File: config.mk
export PLATFORM = sky130hd
export DESIGN_NAME = imm_extend_pipe
export DESIGN_NICKNAME = d
export VERILOG_FILES = /design/src/rtl/imm_extend_pipe.sv
export SDC_FILE = /design/constraint.sdc
export NUM_CORES = 1
export LEC_CHECK = 0
export BUFFER_PORTS_ARGS = -buffer_cell sky130_fd_sc_hd__buf_4
export CAP_MARGIN = 20
export CORE_UTILIZATION = 55
export CTS_CLUSTER_SIZE = 8
export DETAILED_ROUTE_END_ITERATION = 10
export PLACE_DENSITY = 0.84
export SYNTH_ARGS = -nofsm -noshare
export SYNTH_HDL_FRONTEND = slang
export SYNTH_SLANG_ARGS = --single-unit
File: constraint.sdc
create_clock -name clk -period 5.41 [get_ports clk]
set_input_delay 0.2705 -clock clk [delete_from_list [all_inputs] [get_ports clk]]
set_output_delay 0.2705 -clock clk [all_outputs]
set_load 0.005 [all_outputs]
File: src/rtl/imm_extend_pipe.sv
// Pipelined RISC-V immediate generator: decodes the immediate of a 32-bit instruction
// into an XLEN-wide value and buffers {err, imm} in a 2-entry skid buffer.
module imm_extend_pipe #(
    parameter int XLEN = 32
) (
    input  logic            clk,
    input  logic            rst,
    input  logic            in_valid,
    output logic            in_ready,
    input  logic [31:0]     instr,
    input  logic [2:0]      imm_src,
    output logic            out_valid,
    input  logic            out_ready,
    output logic [XLEN-1:0] imm_out,
    output logic            imm_err
);

    generate
        if (XLEN != 32 && XLEN != 64) begin : g_bad_xlen
            $error("imm_extend_pipe: XLEN must be 32 or 64");
        end
    endgenerate

    typedef struct packed {
        logic            err;
        logic [XLEN-1:0] imm;
    } entry_t;

    typedef enum logic [1:0] {
        EMPTY,
        ONE,
        FULL
    } state_t;

    state_t      state_q, state_d;
    entry_t      head_q, skid_q, new_entry;
    logic [31:0] imm32;
    logic        sign_ext;
    logic        push, pop;
    logic        load_head_new, load_head_skid, load_skid;

    // The opcode field never contributes to any immediate format.
    logic unused_opcode;
    assign unused_opcode = ^instr[6:0];

    // Every format is first built as a 32-bit value, then sign- or zero-extended to XLEN.
    // NOTE: every variable assigned in this block gets a default first, so no path
    // leaves a value unassigned and no latch is inferred.
    always_comb begin
        imm32         = '0;
        sign_ext      = 1'b1;
        new_entry     = '0;
        case (imm_src)
            3'b000: imm32 = {{20{instr[31]}}, instr[31:20]};
            3'b001: imm32 = {{20{instr[31]}}, instr[31:25], instr[11:7]};
            3'b010: imm32 = {{19{instr[31]}}, instr[31], instr[7], instr[30:25], instr[11:8], 1'b0};
            3'b011: imm32 = {instr[31:12], 12'b0};
            3'b100: imm32 = {{11{instr[31]}}, instr[31], instr[19:12], instr[20], instr[30:21], 1'b0};
            3'b101: begin
                sign_ext = 1'b0;
                imm32    = (XLEN == 64) ? {26'b0, instr[25:20]} : {27'b0, instr[24:20]};
            end
            3'b110: begin
                sign_ext = 1'b0;
                imm32    = {27'b0, instr[19:15]};
            end
            default: begin
                sign_ext      = 1'b0;
                new_entry.err = 1'b1;
            end
        endcase
        new_entry.imm = sign_ext ? XLEN'(signed'(imm32)) : XLEN'(imm32);
    end

    assign in_ready  = (state_q != FULL) & ~rst;
    assign out_valid = (state_q != EMPTY);
    assign push      = in_valid & in_ready;
    assign pop       = out_valid & out_ready;

    always_comb begin
        state_d        = state_q;
        load_head_new  = 1'b0;
        load_head_skid = 1'b0;
        load_skid      = 1'b0;
        case (state_q)
            EMPTY: begin
                if (push) begin
                    state_d       = ONE;
                    load_head_new = 1'b1;
                end
            end
            ONE: begin
                if (push && pop) begin
                    load_head_new = 1'b1;
                end else if (push) begin
                    state_d   = FULL;
                    load_skid = 1'b1;
                end else if (pop) begin
                    state_d = EMPTY;
                end
            end
            FULL: begin
                // in_ready is low here, so only a pop can happen.
                if (pop) begin
                    state_d        = ONE;
                    load_head_skid = 1'b1;
                end
            end
            default: state_d = EMPTY;
        endcase
    end

    // NOTE: sequential state uses non-blocking assignments only, so every register
    // samples the pre-edge values regardless of block evaluation order.
    always_ff @(posedge clk or posedge rst) begin
        if (rst) begin
            state_q <= EMPTY;
        end else begin
            state_q <= state_d;
        end
    end

    // NOTE: the two data slots are reset along with the state so that no entry from
    // before a reset can ever reappear on imm_out.
    always_ff @(posedge clk or posedge rst) begin
        if (rst) begin
            head_q <= '0;
            skid_q <= '0;
        end else begin
            if (load_head_new) begin
                head_q <= new_entry;
            end else if (load_head_skid) begin
                head_q <= skid_q;
            end
            if (load_skid) begin
                skid_q <= new_entry;
            end
        end
    end

    // The head slot keeps its last value after a pop, so mask it while empty.
    assign imm_out = (state_q == EMPTY) ? '0 : head_q.imm;
    assign imm_err = (state_q == EMPTY) ? 1'b0 : head_q.err;

endmodule

==> results.tsv, run 1 <==
stage	metric	value	unit
synth	area share of fa/ha/maj cells after synthesis	0.341	%
sta	slew margin rel.	43.8	%
sta	Setup WS post-layout	3.12	ns
synth	mux cell area share after synthesis	1.29	%
clock_network	Reg clk slew, reported paths	0.07	ns
final_layout	multi-input logic area	0.00148	sq mm
die	die area	0.00631	sq mm
final_layout	fraction of final layout cells sized beyond drive strength 1	23.2	%
sta	Final Critical Period	2.29	ns
synth	syn nets	379	
grt	largest net degree at the start of global routing	69	
grt	vias in the first global route	2640	
final_layout	non-filler cells, final	473	
synth	Synth Area in Simple Gates	15.4	%
clock_network	CTS tree	done	
sta	worst clock skew	0.00451	ns
final_layout	Seq. cell area	0.00170	sq mm
die	chip height	79.5	um
job	# Max-Cap Violations	0	
synth	Post-synth EDFFs	0	
critical_path	highest-delay cell along the critical path	nor2_2	
detailed_routing	Top Metal Used	met4	
die	# rows	27	
critical_path	CP delay by family, top	simple AND/OR/NAND/NOR gates	
critical_path	Worst EP required	5.14	ns
critical_path	Critical Path Sink Type	output port	
synth	Seq/Total Area, Yosys	51.6	%
synth	mapped cell area	0.00330	sq mm
sta	Slew @ Worst Pin	0.843	ns
clock_network	CTS sink cnt	68	
detailed_routing	Total Routed Length	8.00	mm
synth	main combinational cell family by area after synthesis	compound AO/OA/AOI/OAI gates	
synth	Ys Warns	0	
detailed_routing	Via Count	2825	
die	die width	79.5	um
worst_hold_path	Worst Hold Class	input pin to flip-flop	
sta	# setup viols final	0	
power_and_ir_drop	PD cells	380	mW/mm^2
critical_path	reg2reg setup slack	3.30	ns
critical_path	crit path cell chain	nor2_2 -> buf_4 -> nor2b_1 -> buf_4	
sta	RSZ-0062 raised after global routing	no	
detailed_routing	Iter 0 DRT Violations	324	
grt	GR Overflow Total	0	
synth	Synth Area in XOR/XNOR	0.265	%
power_and_ir_drop	Lkg Pwr	1.86	nW
place	GPL Wtd Cong	0.875	
synth	Area contributors post-synth	dfrtp_1, nor2b_1, o21ai_0	
power_and_ir_drop	worst vdd ir	197	uV
grt	global-route wire length before repair	12.9	mm
sta	Max Fclk	0.436	GHz
detailed_routing	DRC	0	
clock_network	Post CTS Setup Buffer Count	0	
place	dpl cells	457	
sta	Max Slew Vio Count	0	
synth	cell taking the most area after synthesis	dfrtp_1	
synth	Synth Area per Inst	9.71	sq um
critical_path	CP Buf/Inv Count	2	
synth	Primary FF master, synth	dfrtp_1	
sta	setup TNS	0	ns
detailed_routing	M1 wire length	3.47	mm
clock_network	post-cts resize count	0	
final_layout	area grow syn2layout	23.2	%
grt	Tot GR Track Use	27.0	%
detailed_routing	vias per cell	5.97	
final_layout	final net count	435	
clock_network	CTS Buffer Depth	2	
place	PortBufs	66	
synth	complex-gate fraction of the synthesized area	27.3	%
critical_path	worst stage delay on the critical path	0.60	ns
clock_network	CTS Hold Bufs	0	
synth	ys async rst share	100	%
critical_path	Crit Path Class	flip-flop to output port	
die	Starting Density	58.5	%
detailed_routing	wire length on met2	3.84	mm
clock_network	H-tree depth	3	
die	Ports	74	
synth	Gate Count Post-Synth	340	
die	core area	0.00564	sq mm
place	hpwl dp	5.14	mm
grt	initial antenna violation count	0	
clock_network	worst skew pair latency	0.33	ns
sta	crit share post-route	42.4	%
critical_path	CP dominant cell by count	buf_4	
critical_path	Worst Path Arrival	2.02	ns
place	Setup WS pre-CTS	3.40	ns
final_layout	Design Area, Final	0.00407	sq mm
detailed_routing	met3 routed WL	610	um
sta	Hold Vio Cnt, Final	0	
detailed_routing	wire length per cell	16.9	um
critical_path	Worst Path Max Fanout	20	
critical_path	Startpoint Class	flip-flop	
detailed_routing	antenna viol nets, final	0	
place	DP Area	0.00382	sq mm
detailed_routing	drt pass-1 iters	5	
synth	number of synthesized register bits	68	
power_and_ir_drop	Tot Pwr	1.54	mW
run_status	status	finished clean	
clock_network	CTS Buf Count	9	
clock_network	Root Driver	clkbuf_8	
final_layout	n_diodes	0	
synth	Netlist cell types	31	
final_layout	FILL cells	426	
synth	post-synth top area share	51.6	%
## where the power goes
part / switching, mW / internal (mW)
logic: 0.164 / 0.165
registers: 0.0685 / 0.633
clock network: 0.182 / 0.331
total: 0.415 / 1.13
## flip-flops by register name, summed over array words and instances, names as in the netlist
name,flops
head_q,33
skid_q,33
state_q,2
## layer usage
| metal | track usage (%) | vias to the layer above |
|---|---|---|
| li1 | - | 1337 |
| met1 | 37.4 | 1364 |
| met2 | 40.9 | 115 |
| met3 | 6.63 | 9 |
| met4 | 10.0 | 0 |
| met5 | 0 | - |
## layout by cell type (no fill, tap or decap), types with 4 or more instances in the layout
master / Yosys / layout
a21oi_1: 29 / 28
a221o_1: 7 / 7
a222oi_1: 4 / 4
a22o_1: 11 / 11
a22oi_1: 24 / 24
and2_1: 8 / 8
buf_4: 1 / 71
clkbuf_8: 0 / 11
dfrtp_1: 68 / 68
nand2_1: 32 / 32
nor2_1: 7 / 6
nor2b_1: 41 / 41
o21ai_0: 50 / 50
o21ai_1: 4 / 4
o22a_1: 7 / 7
## layout make-up
class	count	share of cell area, %
sequential	68	41.8
multi-input combinational	242	36.3
timing repair buffer	71	13.1
clock buffer	12	3.81
clock inverter	4	2.34
tap	72	2.21
inverter	4	0.369
## cells in the mapped netlist (4+ instances only)
master and n:
a21oi_1 29, a221o_1 7, a222oi_1 4, a22o_1 11
a22oi_1 24, and2_1 8, buf_2 9, clkbuf_1 16
dfrtp_1 68, inv_1 4, nand2_1 32, nor2_1 7
nor2b_1 41, o21ai_0 50, o21ai_1 4, o22a_1 7
## path summary, 6_finish.rpt
path | from | to | depth (start not counted)
hold reg to reg | skid_q[1] | skid_q[1] | 2
hold / removal | out_ready | state_q[1] | 2
setup reg to reg | state_q[1] | head_q[6] | 4
setup / recovery | state_q[1] | imm_out[22] | 4
max in group asynchronous | rst | skid_q[16] | 3
min in group asynchronous | rst | state_q[1] | 3
## worst reg2reg max path, stage by stage (launching register included)
cell	delay, ns
dfrtp_1	0.47
nor3b_4	0.37
nand2_1	0.50
nor2_1	0.50
a221o_1	0.22
## per-stage QoR
stage                     util [%]  hold WS [ns]
after floorplan                  -         0.378
after global routing          72.1         0.162
after detailed placement      67.7         0.471
final                         72.1         0.173
after global placement        67.7         0.460
after CTS                     72.1         0.162
## logic make-up (layout without fill, tap and decap cells)
| kind of cell | count (synthesis) | in the layout |
|---|---|---|
| fa+ha+maj | 1 | 1 |
| flops | 68 | 68 |
| simple gates | 95 | 95 |
| xor+xnor | 1 | 1 |
| compound gates | 141 | 141 |
| buf+inv | 30 | 91 |
| mux | 4 | 4 |
Note: power is estimated with default switching activity, not from simulation.
==> inputs of run 2 (changes only) <==
--- a/config.mk
+++ b/config.mk
@@ -7,10 +7,10 @@
 export LEC_CHECK = 0
 export BUFFER_PORTS_ARGS = -buffer_cell sky130_fd_sc_hd__buf_4
 export CAP_MARGIN = 20
-export CORE_UTILIZATION = 55
+export CORE_UTILIZATION = 49
 export CTS_CLUSTER_SIZE = 8
 export DETAILED_ROUTE_END_ITERATION = 10
-export PLACE_DENSITY = 0.84
+export PLACE_DENSITY = 0.79
 export SYNTH_ARGS = -nofsm -noshare
 export SYNTH_HDL_FRONTEND = slang
 export SYNTH_SLANG_ARGS = --single-unit
==> constraint.sdc (replaced) <==
create_clock -name clk -period 1.91 [get_ports clk]
set_input_delay 0.0955 -clock clk [delete_from_list [all_inputs] [get_ports clk]]
set_output_delay 0.0955 -clock clk [all_outputs]
set_load 0.005 [all_outputs]
==> run 2 against run 1 <==
Compared with the run above:
- the flow now finishes with violations (DRC)
- first-iteration DRC count fell by 5.2%
- sequential share of layout area shrank 1.5 points
- worst hold slack worse by 0.092 ns
- count of clock-buffer cells in the layout shrank 2
- cell count up 4.0%
- die area rose by 12%
- non-clock buffer count is 14 higher
==> results.tsv, run 2 (synthesis results as in run 1) <==
stage	metric	value	unit	change
detailed_routing	wire length per cell	16.5	um	-2.1%
place	dpl cells	468		+2.4%
final_layout	final net count	449		+3.2%
clock_network	H-tree depth	3		unchanged
detailed_routing	wire length on met2	3.81	mm	-0.60%
sta	Max Fclk	0.556	GHz	
clock_network	Root Driver	clkbuf_8		
final_layout	FILL cells	542		+27%
place	PortBufs	66		unchanged
sta	crit share post-route	94.1	%	
critical_path	Crit Path Class	flip-flop to flip-flop		
job	# Max-Cap Violations	0		unchanged
die	die width	84.1	um	+5.8%
sta	# setup viols final	0		unchanged
critical_path	Startpoint Class	flip-flop		
detailed_routing	Total Routed Length	8.14	mm	+1.8%
place	hpwl dp	5.28	mm	+2.8%
critical_path	crit path cell chain	and3b_1 -> buf_4 -> mux2_2 -> nand2_1 -> o21ai_0		
critical_path	Critical Path Sink Type	flip-flop		
grt	Tot GR Track Use	24.7	%	-2.3 points
sta	Final Critical Period	1.80	ns	
place	GPL Wtd Cong	0.819		-6.4%
clock_network	CTS Buffer Depth	2		unchanged
sta	Hold Vio Cnt, Final	0		unchanged
grt	global-route wire length before repair	13.5	mm	+4.9%
grt	vias in the first global route	2760		+4.5%
critical_path	Worst Path Max Fanout	33		+65%
die	die area	0.00707	sq mm	+12%
final_layout	non-filler cells, final	492		+4.0%
sta	Max Slew Vio Count	0		unchanged
detailed_routing	met3 routed WL	548	um	-10%
detailed_routing	Iter 0 DRT Violations	307		-5.2%
sta	Slew @ Worst Pin	0.533	ns	-0.310 ns
critical_path	CP delay by family, top	flip-flops		
final_layout	most frequent cells in the layout	buf_4, dfrtp_1, o21ai_0, nor2b_1, nand2_1		
critical_path	crit path launch	state_q[1]		
grt	largest net degree at the start of global routing	69		unchanged
die	core area	0.00642	sq mm	+14%
die	Starting Density	51.4	%	-7.1 points
final_layout	most common cell after layout, fill and taps aside	buf_4		
die	Ports	74		unchanged
final_layout	fraction of final layout cells sized beyond drive strength 1	24.1	%	+0.90 points
detailed_routing	vias per cell	5.85		-2.0%
final_layout	n_diodes	0		unchanged
detailed_routing	M1 wire length	3.67	mm	+5.9%
sta	setup TNS	0	ns	unchanged
detailed_routing	Top Metal Used	met4		
critical_path	Reg2Reg Launch Point	state_q[1]		
sta	hold slack	0.0807	ns	-0.0924 ns
critical_path	Worst EP required	2.13	ns	-3.01 ns
worst_hold_path	Hold Startpoint	instr[23]		
sta	slew margin rel.	64.4	%	+21 points
detailed_routing	DRC	14		+14
grt	GR Overflow Total	0		unchanged
run_status	failing checks	DRC		
critical_path	Worst Path Arrival	2.02	ns	about the same
sta	worst clock skew	0.00883	ns	+0.00431 ns
power_and_ir_drop	PD cells	1050	mW/mm^2	+180%
critical_path	highest-delay cell along the critical path	dfrtp_1		
detailed_routing	Via Count	2879		+1.9%
die	chip height	84.1	um	+5.8%
critical_path	worst stage delay on the critical path	0.50	ns	-0.10 ns
final_layout	Largest regs	head_q (33), skid_q (33), state_q (2)		
worst_hold_path	Worst Hold Class	input pin to flip-flop		
clock_network	CTS sink cnt	68		unchanged
power_and_ir_drop	Lkg Pwr	1.93	nW	+3.4%
die	# rows	29		+7.4%
final_layout	area grow syn2layout	27.8	%	
final_layout	end-of-flow core utilization	65.7	%	-6.4 points
run_status	status	complete, but fails checks		
clock_network	Post CTS Setup Buffer Count	0		unchanged
grt	initial antenna violation count	0		unchanged
detailed_routing	drt pass-1 iters	8		+3
detailed_routing	antenna viol nets, final	0		unchanged
clock_network	CTS Buf Count	9		unchanged
clock_network	worst skew pair latency	0.34	ns	about the same
clock_network	CTS tree	done		
power_and_ir_drop	worst vdd ir	551	uV	+180%
clock_network	Reg clk slew, reported paths	0.07	ns	about the same
critical_path	CP Buf/Inv Count	1		-1
run 2: tightest hold or removal path, cell delays in order:
cell     delay, ns
buf_4         0.10
a21oi_1       0.06
o21ai_0       0.13
run 2: final timing paths:
check                           slack, ns  depth (start not counted)    endpoint
min in group asynchronous            0.42                          4  head_q[10]
worst max register to register       0.11                          5   head_q[0]
worst min register to register       0.48                          2  skid_q[22]
worst max-delay path                 0.11                          5   head_q[0]
max in group asynchronous            1.20                          4  head_q[15]
worst min-delay path                 0.08                          3  skid_q[23]
run 2: where the power goes:
part / internal [mW] / switching (mW)
registers: 1.79 / 0.195
logic: 0.497 / 0.465
clock network: 0.902 / 0.557
run 2: stage by stage:
step | instance area [sq um] | setup slack, ns | power, mW
6_report | 4220 | 0.113 | 4.41
5_1_grt | 4220 | -0.00342 | 4.68
4_1_cts | 4210 | 0.111 | 4.43
3_5_place_dp | 3880 | 0.141 | 2.95
3_3_place_gp | 3880 | 0.162 | 2.90
2_1_floorplan | 3300 | 0.00241 | 2.54
run 2: timing repair:
| action | 4_1_cts | 5_1_grt |
|---|---|---|
| setup endpoints to repair | 0 | 13 |
| endpoints found under the hold margin | 80 | 0 |
| hold buffers | 8 | 0 |
| gates resized for setup | 0 | 1 |
run 2: final cells by class:
type | instances | area [sq um] | area share (%)
flip-flops and latches | 68 | 1700 | 40.3
clock buffers | 10 | 138 | 3.26
well taps | 77 | 96.3 | 2.28
inverters | 4 | 15.0 | 0.356
clock inverters | 6 | 111 | 2.64
multi-input cells | 242 | 1490 | 35.2
repair buffers | 85 | 671 | 15.9
run 2: metal layers:
layer	track usage [%]	vias up
met5	0	-
met4	7.99	0
met3	5.93	9
met2	37.4	112
met1	35.1	1390
li1	-	1368
